### src/rtl/alu_pipe_ctrl.sv
// alu_pipe_ctrl: execution unit with a valid/ready handshake on both sides.
// Single-cycle ops (add, and, sub, srl, sll, illegal) complete one cycle after
// accept; multiply and the fused ops complete MUL_LAT cycles after accept. One
// operation is in flight at a time, and the result is held under backpressure.
//
// Ports:
//   clk        clock
//   reset_n    synchronous, active-low reset
//   in_valid   operation request valid
//   in_ready   unit can accept an operation this cycle
//   op         4-bit opcode
//   a, b       WIDTH-bit operands
//   out_valid  result valid
//   out_ready  consumer accepts result
//   result     WIDTH-bit result, 0 whenever out_valid is low
//   zero       result == 0, qualified by out_valid
//   illegal    completed op was unsupported, qualified by out_valid
module alu_pipe_ctrl #(
   parameter int unsigned WIDTH   = 8,
   parameter int unsigned MUL_LAT = 3
) (
   input  logic             clk,
   input  logic             reset_n,
   input  logic             in_valid,
   output logic             in_ready,
   input  logic [3:0]       op,
   input  logic [WIDTH-1:0] a,
   input  logic [WIDTH-1:0] b,
   output logic             out_valid,
   input  logic             out_ready,
   output logic [WIDTH-1:0] result,
   output logic             zero,
   output logic             illegal
);

   localparam int unsigned CntW = $clog2(MUL_LAT);
   localparam int unsigned PW   = 2 * WIDTH;

   typedef enum logic [1:0] {StIdle, StBusy, StDone} state_e;

   state_e           state_q, state_d;
   logic [CntW-1:0]  cnt_q, cnt_d;
   logic [3:0]       op_q, op_d;
   logic [WIDTH-1:0] a_q, a_d;
   logic [WIDTH-1:0] b_q, b_d;
   logic [WIDTH-1:0] res_q, res_d;
   logic             ill_q, ill_d;

   logic             accept;
   logic             op_multi;
   logic [WIDTH-1:0] sc_res;
   logic             sc_ill;
   logic [PW-1:0]    a_ext;
   logic [PW-1:0]    prod;
   logic [PW-1:0]    mc_full;

   // Multi-cycle class: mul and the fused ops built around a*b.
   always_comb begin
      op_multi = 1'b0;
      case (op)
         4'b0100, 4'b1001, 4'b1010, 4'b1011, 4'b1100: op_multi = 1'b1;
         default:                                     op_multi = 1'b0;
      endcase
   end

   // Single-cycle results come straight from the inputs at accept.
   always_comb begin
      sc_res = '0;
      sc_ill = 1'b0;
      case (op)
         4'b0001: sc_res = a + b;
         4'b0010: sc_res = a & b;
         4'b0011: sc_res = a - b;
         4'b0111: sc_res = a >> 1;
         4'b1000: sc_res = a << 1;
         default: sc_ill = 1'b1;
      endcase
   end

   // Multi-cycle results use the registered operands at full product width;
   // only the final value is truncated to WIDTH.
   always_comb begin
      a_ext   = PW'(a_q);
      prod    = a_ext * PW'(b_q);
      mc_full = '0;
      case (op_q)
         4'b0100: mc_full = prod;
         4'b1001: mc_full = prod - a_ext;
         4'b1010: mc_full = (prod << 2) - a_ext;
         4'b1011: mc_full = prod + a_ext;
         4'b1100: mc_full = (a_ext << 1) + a_ext;
         default: mc_full = '0;
      endcase
   end

   // A DONE result being consumed frees the unit in the same cycle, which is
   // what allows back-to-back single-cycle ops at one per cycle.
   assign in_ready = reset_n && ((state_q == StIdle) || ((state_q == StDone) && out_ready));
   assign accept   = in_valid && in_ready;

   always_comb begin
      state_d = state_q;
      cnt_d   = cnt_q;
      op_d    = op_q;
      a_d     = a_q;
      b_d     = b_q;
      res_d   = res_q;
      ill_d   = ill_q;
      case (state_q)
         StIdle, StDone: begin
            if ((state_q == StDone) && out_ready) begin
               state_d = StIdle;
            end
            if (accept) begin
               op_d = op;
               a_d  = a;
               b_d  = b;
               if (op_multi) begin
                  cnt_d   = CntW'(MUL_LAT - 1);
                  state_d = StBusy;
               end else begin
                  res_d   = sc_res;
                  ill_d   = sc_ill;
                  state_d = StDone;
               end
            end
         end
         StBusy: begin
            cnt_d = cnt_q - 1'b1;
            if (cnt_q == CntW'(1)) begin
               res_d   = mc_full[WIDTH-1:0];
               ill_d   = 1'b0;
               state_d = StDone;
            end
         end
         default: state_d = StIdle;
      endcase
   end

   always_ff @(posedge clk) begin
      if (!reset_n) begin
         state_q <= StIdle;
         cnt_q   <= '0;
         op_q    <= '0;
         a_q     <= '0;
         b_q     <= '0;
         res_q   <= '0;
         ill_q   <= 1'b0;
      end else begin
         state_q <= state_d;
         cnt_q   <= cnt_d;
         op_q    <= op_d;
         a_q     <= a_d;
         b_q     <= b_d;
         res_q   <= res_d;
         ill_q   <= ill_d;
      end
   end

   assign out_valid = (state_q == StDone);
   assign result    = out_valid ? res_q : '0;
   assign zero      = out_valid && (res_q == '0);
   assign illegal   = out_valid && ill_q;

endmodule

### config.mk
export PLATFORM = sky130hd
export DESIGN_NAME = alu_pipe_ctrl
export DESIGN_NICKNAME = d
export VERILOG_FILES = /design/src/rtl/alu_pipe_ctrl.sv
export SDC_FILE = /design/constraint.sdc
export NUM_CORES = 1
export LEC_CHECK = 0
export BUFFER_PORTS_ARGS = -buffer_cell sky130_fd_sc_hd__buf_2
export CORE_UTILIZATION = 39
export CTS_BUF_LIST = sky130_fd_sc_hd__clkbuf_4 sky130_fd_sc_hd__clkbuf_8
export DETAILED_ROUTE_END_ITERATION = 12
export GPL_TIMING_DRIVEN = 0
export PLACE_DENSITY_LB_ADDON = 0.12
export SYNTH_ARGS = -nofsm -noshare
export SYNTH_HDL_FRONTEND = slang
export SYNTH_SLANG_ARGS = --single-unit
### constraint.sdc
create_clock -name clk -period 4.7 [get_ports clk]
set_input_delay 0.705 -clock clk [delete_from_list [all_inputs] [get_ports clk]]
set_output_delay 0.705 -clock clk [all_outputs]
set_load 0.005 [all_outputs]
# After elaboration in Yosys (flattened, before gate mapping)
# Cells that the tools add are included.
# W data, S select, Z words.
[classes] mul=1 muxes=21 eq_ne=23 bitwise=1 reduce_logical=16 n_addsub=7
[op_table] cell="$pmux W8 S5" count=2
[op_table] cell="$eq A4 B4 Y1 const B" count=9
[op_table] cell="$mux W8" count=4
[op_table] cell="$add A8 B8 Y8" count=3
[op_table] cell="$sub A8 B8 Y8" count=3
[op_table] cell="$pmux W8 S2" count=1
[op_table] cell="$eq A4 B3 Y1 const B" count=3
[op_table] cell="$mux W2" count=6
[op_table] cell="$reduce_or A5 Y1" count=2
[op_table] cell="$and A8 B8 Y8" count=1
[op_table] cell="$eq A4 B2 Y1 const B" count=2
[op_table] cell="$logic_not A8 Y1" count=1
[op_table] cell="$mul A8 B8 Y8" count=1
[op_table] cell="$ne A2 B2 Y1 const B" count=4
[op_table] cell="$pmux W2 S2" count=2
[op_table] cell="$logic_and A1 B1 Y1" count=5
[op_table] cell="$mux W1" count=5
[op_table] cell="$eq A2 B1 Y1 const B" count=2
[op_table] cell="$eq A4 B1 Y1 const B" count=1
[op_table] cell="$reduce_and A2 Y1" count=2
[op_table] cell="$reduce_and A4 Y1" count=1
[op_table] cell="$ne A3 B3 Y1 const B" count=1
[op_table] cell="$reduce_and A3 Y1" count=1
[op_table] cell="$eq A2 B2 Y1 const B" count=1
[op_table] cell="6 further kinds" count=6
[word_totals] ff_bits=33 out_inout_bits=12 input_bits=24 wordCells=76

# Logic depth before layout (Yosys ltp)
# Gate-level depths: netlist of the first run.
[depth] depth_word=7 ltp_mapped=22 mapped_depth_nobuf=21

# Worst setup path before layout of the first run
# OpenSTA, ideal clock, no wires.
[synth_path] path_kind="register to register" startpoint="register a_q[1]" endpoint="register res_q[7]" period_less_slack_ns=4.448 stages_incl_launch_ff=19 setup_ns=0.125 path_buffers=1 setup_slack_ns=0.252 arrival_time_ns=4.323 required_ns=4.575 path_cell_list="dfxtp_1 buf_2 nand2_1 fa_1 fa_1 inv_1 fa_1 fa_1 ha_1 xnor2_1 ha_1 a21oi_1 o21a_1 o31ai_1 xnor2_1 xnor2_1 nor2_1 o31ai_1 a21oi_1"
[synth_between] elab_chain_cells=5 elab_cells_between_ends=8 classes_between="add/sub: 4; mul: 1; mux: 3"
[synth_rtl] item="start, declared" line_no="44" text="logic [WIDTH-1:0] a_q, a_d;"
[synth_rtl] item="start signal, assigned" line_no="145" text="a_q <= '0;"
[synth_rtl] item="start signal, assigned" line_no="153" text="a_q <= a_d;"
[synth_rtl] item="$mul A8 B8 Y8" line_no="84" text="prod = a_ext * PW'(b_q);"
[synth_rtl] item="$add A8 B8 Y8, or another cell as far along" line_no="90" text="4'b1011: mc_full = prod + a_ext;"
[synth_rtl] item="$pmux W8 S5 *" line_no="86" text="case (op_q)"
[synth_rtl] item="$mux W8 *" line_no="130" text="if (cnt_q == CntW'(1)) begin"
[synth_rtl] item="$pmux W8 S2 *" line_no="109" text="case (state_q)"
[synth_rtl] item="end signal, assigned" line_no="155" text="res_q <= res_d;"
[synth_rtl] item="end, declared" line_no="46" text="logic [WIDTH-1:0] res_q, res_d;"
# Mark *: on every way between the ends. The rest lies on a longest branch, timed or not. The select of a mux whose other input is x is not followed.
# A chain may end at the register's enable or synchronous reset.

# Worst setup path in the final report of the first run
# Same ends and word-level chain as after synthesis.

==> key figures, run 1 <==
Worst setup path
  • CP startpoint kind: flip-flop
  • Crit path max fanout: 8
  • CP endpoint kind: flip-flop
  • Crit path from: a_q[1]
  • Crit path kind: reg -> reg
  • Critical path, cell by cell: nand2_1 > fa_2 > fa_1 > inv_1 > fa_1 > fa_2 > ha_4 > xnor2_4 > ha_4 > a21oi_2 > o21a_1 > o31ai_2 > xnor2_1 > xnor2_1 > nor2_1 > o31ai_2 > a21oi_1
  • Reg2reg path depth: 17
  • Reg-to-reg startpoint: a_q[1]
  • Worst reg2reg endpoint: res_q[7]
  • Critical path's largest stage delay: 0.58 ns
  • Slowest cell on crit path: fa_2
  • R2r setup slk: 0.22 ns
  • Arr. time, crit path: 4.65 ns
  • Worst EP required: 4.87 ns

Detailed routing
  • Drt first pass iters: 9
  • Initial DRC count: 164
  • DRC: 0
  • Routed WL: 10.9 mm
  • Wire per inst: 15.5 µm
  • Routed Antenna Nets: 0
  • Vias/cell: 5.28
  • Vias: 3739

Power
  • Pwr Total: 0.000913 W
  • Int Pwr: 0.000616 W
  • P_sw: 0.000297 W
  • Switching Fraction: 0.325
  • Combinational group share of total power: 0.350
  • Maximum VDD drop: 0.109 mV
  • Leak: 2.16 nW
  • Reg power frac: 0.341
  • Pwr Density: 189 nW/µm²
  • Clock power frac: 0.308

STA
  • Crit share post-route: 0.954
  • Min Hold Slack: 0.474 ns
  • RSZ-0062 raised after global routing: no
  • Fmax: 223 MHz
  • Final setup viols: 0
  • Crit path time final: 4.48 ns
  • Slew @ Worst Pin: 0.507 ns
  • Slew headroom: 0.660
  • Final worst slack: 0.218 ns
  • Clock Skew: 0.0136 ns
  • Final Max Slew Viols: 0
  • Final-report hold violation count: 0

Synthesis
  • Post-synth EDFFs: 0
  • Post-Syn Nets: 606
  • Post-synthesis sequential area ratio: 0.161
  • YS warnings: 0
  • Top FF cell, synth: dfxtp_1
  • Mapped Area: 4110 µm²
  • Synthesized area per cell: 7.94 µm²
  • Ys async rst share: 0
  • #FFs+latches synth: 33
  • Post-Synthesis Cells: 518
  • Synth cell types: 57

Floorplanning
  • Die outline width: 105 µm
  • Die height: 105 µm
  • Starting Density: 0.400
  • # IOs: 36
  • Core Rows: 37
  • Core ar.: 10300 µm²
  • Die Area: 11000 µm²

Finish
  • FILL cells: 1096
  • Fin area: 4820 µm²
  • Final Net Count: 659
  • Non-filler instance count after layout: 708
  • Area growth syn-to-layout: 17.2%
  • Number of diodes: 0
  • Layout cell share with drive strength beyond 1: 0.171

Worst hold path
  • Hold Startpoint: b_q[6]
  • Hold depth: 2
  • HP Class: reg -> reg
  • Endpoint, Worst Hold: b_q[6]

Clock network
  • Clock Sinks: 33
  • CTS tree: built
  • TritonCTS Buffers: 5
  • Clock slew seen by the registers of the worst setup and hold paths: 0.07 ns
  • Root Buffer: clkbuf_8
  • CTS H-tree lvls: 2
  • Max Root-Sink Buffers: 2
  • Clk_lat worst skew: 0.29 ns

Place
  • Port Buffers: 33
  • Pre-CTS setup slack: -0.412 ns
  • GP Congestion: 0.886
  • Placed cells: 687
  • DP HPWL: 8.87 mm
  • Post-Place Cell Area: 4450 µm²

Flow run
  • MaxCap Viol Count: 0

GRT
  • Largest net degree at the start of global routing: 12
  • GRT overflow: 0
  • Initial antenna violation count: 0
  • Tot GR Track Use: 0.207
  • First-pass GRT wire length: 18.1 mm
  • Number of global-route vias before repair: 3635

Run status
  • Status: completed
==> power by group through the flow <==
| stage | sequential [W] | clock (W) | combinational [W] |
|---|---|---|---|
| 2_1_floorplan | 0.000312 | 0 | 0.000219 |
| 3_3_place_gp | 0.000319 | 0 | 0.000295 |
| 3_5_place_dp | 0.000319 | 0 | 0.000298 |
| 4_1_cts | 0.000313 | 0.000288 | 0.000304 |
| 5_1_grt | 0.000314 | 0.000297 | 0.000357 |
| 6_report | 0.000312 | 0.000282 | 0.000320 |
==> Yosys cell counts, drive strengths merged, types with 2 or more instances <==
library cell / n / area (µm²)
nand2: 75 / 287
ha: 49 / 613
inv: 42 / 158
xnor2: 41 / 382
dfxtp: 33 / 661
a21oi: 30 / 154
and2: 27 / 169
nor2: 27 / 101
a21boi: 20 / 150
o21ai: 17 / 85.1
fa: 15 / 300
clkbuf: 14 / 56.3
nor3: 10 / 55.1
nor2b: 9 / 56.3
a21o: 8 / 60.1
xor2: 8 / 70.1
a31oi: 7 / 43.8
buf: 6 / 42.5
o21a: 6 / 45.0
a221oi: 5 / 43.8
a32o: 5 / 50.1
mux2i: 5 / 50.1
nand2b: 5 / 31.3
o211a: 5 / 50.1
o221ai: 5 / 43.8
and3: 3 / 18.8
nand3: 3 / 15.0
nor3b: 3 / 27.5
nor4: 3 / 18.8
o21bai: 3 / 22.5
o22ai: 3 / 18.8
or3: 3 / 18.8
a211oi: 2 / 15.0
nand4b: 2 / 17.5
o211ai: 2 / 15.0
o31ai: 2 / 15.0
or2: 2 / 12.5
xnor3: 2 / 45.0
==> cells by family (layout without fill, tap and decap cells) <==
family	Yosys count	after routing	synth area share
xor gates and xnor gates	51	51	0.121
adders and majority gates	64	64	0.222
and+or+nand+nor	175	175	0.207
DFF	33	33	0.161
muxes	6	6	0.0149
AOI/OAI and AO/OA	127	127	0.213
buffers and inverters	62	116	0.0624
==> cell usage in the layout (no fill, tap or decap), types with 8 or more instances in the layout <==
cell,synthesis,routed
o21ai_0,13,13
ha_1,49,43
nand2_1,73,73
a21boi_0,20,20
nor2_1,27,27
a21oi_1,29,27
clkbuf_1,13,11
nor3_1,9,9
a21o_1,8,8
inv_1,42,40
nor2b_1,9,9
and2_1,27,26
xnor2_1,38,37
buf_2,4,37
dfxtp_1,33,25
buf_4,0,14
fa_1,15,13
==> routing by layer <==
layer	GRT usage	part of all wire
met3	0.0162	0.030
met4	0.0614	0.019
met5	0	0
met2	0.351	0.47
met1	0.278	0.48
==> registers in the layout, summed over array words and instances, names as in the netlist <==
signal   cells
a_q          8
b_q          8
res_q        8
op_q         4
cnt_q        2
state_q      2
ill_q        1
==> worst max path at each step <==
stage / slack, ns / cells after the start / end
floorplan: 0.25 / 18 / res_q[7]
finish: 0.22 / 17 / res_q[7]
detailed placement: -0.41 / 22 / res_q[7]
global placement: -0.45 / 22 / res_q[7]
global route: 0.009 / 20 / res_q[7]
CTS: 0.0002 / 18 / res_q[7]
==> worst max-delay path, delay by kind of cell, from the launching register on <==
kind,cells,cell delay [ns]
xor+xnor,3,0.57
fa+ha+maj,6,2.44
buf+inv,1,0.05
simple gates,2,0.17
flops,1,0.39
compound gates,5,0.74
==> area by class of cell <==
cell class,instances,area [µm²],area share
clock buffer,7,90.1,0.0187
tap,136,170,0.0353
multi-input combinational,423,3320,0.689
buffer,18,91.3,0.0190
clock inverter,1,30.0,0.00623
sequential,33,686,0.142
inverter,42,158,0.0327
timing repair buffer,48,275,0.0571
==> metrics by stage <==
| stage | util | TNS [ns] |
|---|---|---|
| final | 0.469 | 0 |
| after global routing | 0.469 | 0 |
| after detailed placement | 0.433 | -0.455 |
| after global placement | 0.433 | -0.530 |
| after floorplan | - | 0 |
| after CTS | 0.451 | 0 |
==> what timing repair did <==
item	in CTS	in global routing
hold endpoints to repair	0	0
buffers inserted	1	14
resized for setup	15	26
pin swaps	2	13
setup endpoints to repair	2	2
hold buffers	0	0
(Power assumes the default switching activity.)
==> run 2: changes to the inputs <==
--- a/config.mk
+++ b/config.mk
@@ -6,7 +6,7 @@
 export NUM_CORES = 1
 export LEC_CHECK = 0
 export BUFFER_PORTS_ARGS = -buffer_cell sky130_fd_sc_hd__buf_2
-export CORE_UTILIZATION = 39
+export CORE_UTILIZATION = 63
 export CTS_BUF_LIST = sky130_fd_sc_hd__clkbuf_4 sky130_fd_sc_hd__clkbuf_8
 export DETAILED_ROUTE_END_ITERATION = 12
 export GPL_TIMING_DRIVEN = 0
==> constraint.sdc (replaced) <==
create_clock -name clk -period 4.35 [get_ports clk]
set_input_delay 0.6525 -clock clk [delete_from_list [all_inputs] [get_ports clk]]
set_output_delay 0.6525 -clock clk [all_outputs]
set_load 0.005 [all_outputs]
==> run 2 against run 1 <==
  * Clock-buffer cell count did not move
  * Via count is 1.1% higher
  * Setup slack got worse by 0.16 ns
  * Fmax rose by 4.3%
  * Critical path depth is the same
  * Sequential cell count unchanged
  * Largest power group unchanged
  * Largest cell class unchanged
  * Combinational power rose by 8.1%
  * Total power increased by 1.8%
==> key figures, run 2 (synthesis results as in run 1) <==
Clock network
  • Cts hold-fix bufs: 0
  • Root Buffer: clkbuf_8
  • Clock Sinks: 33
  • Max Root-Sink Buffers: 2
  • Clock slew seen by the registers of the worst setup and hold paths: 0.06 ns
  • CTS H-tree lvls: 2
  • TritonCTS Buffers: 5
  • CTS tree: built
  • Clk_lat worst skew: 0.28 ns

Power
  • Maximum VDD drop: 0.222 mV
  • Leak: 2.14 nW
  • Pwr Density: 196 nW/µm²

Worst setup path
  • Critical path, cell by cell: and2_4 > ha_4 > fa_1 > ha_1 > inv_2 > fa_1 > inv_2 > fa_2 > ha_1 > a21oi_1 > o21a_1 > o31ai_4 > xnor2_2 > xnor2_1 > nor2_1 > o31ai_1 > a21oi_1
  • R2r setup slk: 0.05 ns
  • Reg-to-reg startpoint: b_q[3]
  • CP endpoint kind: flip-flop
  • Arr. time, crit path: 4.45 ns
  • WP buf/inv: 2
  • CP startpoint kind: flip-flop
  • Crit path kind: reg -> reg
  • Worst EP required: 4.51 ns
  • Worst reg2reg endpoint: res_q[7]
  • Reg2reg path depth: 17
  • Slowest cell on crit path: fa_2
  • Delay-heaviest family, CP: adder cells
  • Crit path max fanout: 6
  • Critical path's largest stage delay: 0.62 ns

Floorplanning
  • Core Rows: 29
  • Die outline width: 82.8 µm
  • # IOs: 36
  • Starting Density: 0.651
  • Die height: 82.8 µm
  • Die Area: 6860 µm²
  • Core ar.: 6310 µm²

GRT
  • Tot GR Track Use: 0.314
  • GRT overflow: 0
  • Number of global-route vias before repair: 3597
  • Initial antenna violation count: 0
  • First-pass GRT wire length: 16.4 mm
  • Largest net degree at the start of global routing: 13

Detailed routing
  • Drt first pass iters: 5
  • Initial DRC count: 254
  • DRC: 0
  • Routed Antenna Nets: 0
  • Wire per inst: 15.7 µm
  • Routed WL: 10.1 mm
  • Vias: 3780
  • Vias/cell: 5.86

STA
  • Final setup viols: 0
  • TNS Setup: 0 ns
  • RSZ-0062 raised after global routing: yes
  • Fmax: 233 MHz
  • Slew headroom: 0.643
  • Crit path time final: 4.30 ns
  • Crit share post-route: 0.988
  • Clock Skew: 0.00481 ns
  • Min Hold Slack: 0.495 ns
  • Slew @ Worst Pin: 0.533 ns
  • Final Max Slew Viols: 0
  • Final-report hold violation count: 0

Finish
  • Area growth syn-to-layout: 15.2%
  • Number of diodes: 0
  • Commonest non-fill, non-tap cell in the layout: nand2_1
  • Layout cell share with drive strength beyond 1: 0.183
  • Final Util: 0.751
  • FILL cells: 485
  • Fin area: 4740 µm²
  • Final Net Count: 655
  • Non-filler instance count after layout: 645
  • Commonest cells after routing, fill and taps aside: nand2_1 (70), ha_1 (43), inv_1 (37)
  • Top Registers: a_q x8, b_q x8, res_q x8

Place
  • GP Congestion: 0.910
  • DP HPWL: 8.03 mm
  • Placed cells: 628
  • Port Buffers: 33
  • Post-Place Cell Area: 4380 µm²

Flow run
  • MaxCap Viol Count: 0

Worst hold path
  • HP Class: reg -> reg
  • Hold depth: 2
  • Hold Startpoint: b_q[6]
  • Endpoint, Worst Hold: b_q[6]

Run status
  • Status: completed
## run 2: cell count changes in the layout (fill, tap and decap cells not counted), moves of 2 or more
cell / before / now
inv_1: 40 / 37
inv_2: 2 / 5
nand2_1: 73 / 70
nand2_2: 2 / 5
and2_1: 26 / 24
and2_4: 1 / 3
buf_4: 14 / 12
o31ai_2: 2 / 0
## run 2: area by class of cell
class                           instances  area, µm²  area share
Multi-Input combinational cell        423       3360       0.708
Timing Repair Buffer                   45        255      0.0539
Tap cell                               77       96.3      0.0203
Clock inverter                          1       5.00     0.00106
Buffer                                 17       86.3      0.0182
Inverter                               42        158      0.0333
Clock buffer                            7       96.3      0.0203
Sequential cell                        33        687       0.145
## run 2: repair_timing
item	CTS	global route
resized for setup	39	7
buffers inserted	12	0
endpoints found under the setup margin	3	2
cloned	0	0
pin swaps	25	16
## run 2: worst min-delay path: stages (launching register included)
cell and delay [ns]:
dfxtp_1 0.33, nand2_1 0.06, a21boi_0 0.06
## run 2: how the worst max path moves through the flow
stage	start	endpoint	depth (start not counted)
after CTS	b_q[2]	res_q[7]	17
after detailed placement	a_q[0]	res_q[7]	19
after global placement	a_q[0]	res_q[7]	21
final	b_q[3]	res_q[7]	17
after floorplan	a_q[1]	res_q[7]	18
after global routing	a_q[1]	res_q[7]	20
## run 2: power breakdown
part           switching (W)  internal (W)  total [W]
clock               0.000103      0.000143   0.000246
sequential         0.0000198      0.000317   0.000337
combinational       0.000188      0.000158   0.000346
## run 2: per-layer routing
layer,share of wire,GRT usage,wire [µm]
met5,0,0,0
met3,0.043,0.0372,437
met4,0.026,0.114,267
met2,0.48,0.550,4920
met1,0.45,0.393,4520
## run 2: through the flow
| step | setup WS, ns | total power [W] |
|---|---|---|
| 2_1_floorplan | 0.0200 | 0.000574 |
| 4_1_cts | -0.0548 | 0.000922 |
| 3_3_place_gp | -0.376 | 0.000650 |
| 5_1_grt | -0.143 | 0.000987 |
| 6_report | 0.0538 | 0.000929 |
| 3_5_place_dp | -0.402 | 0.000658 |
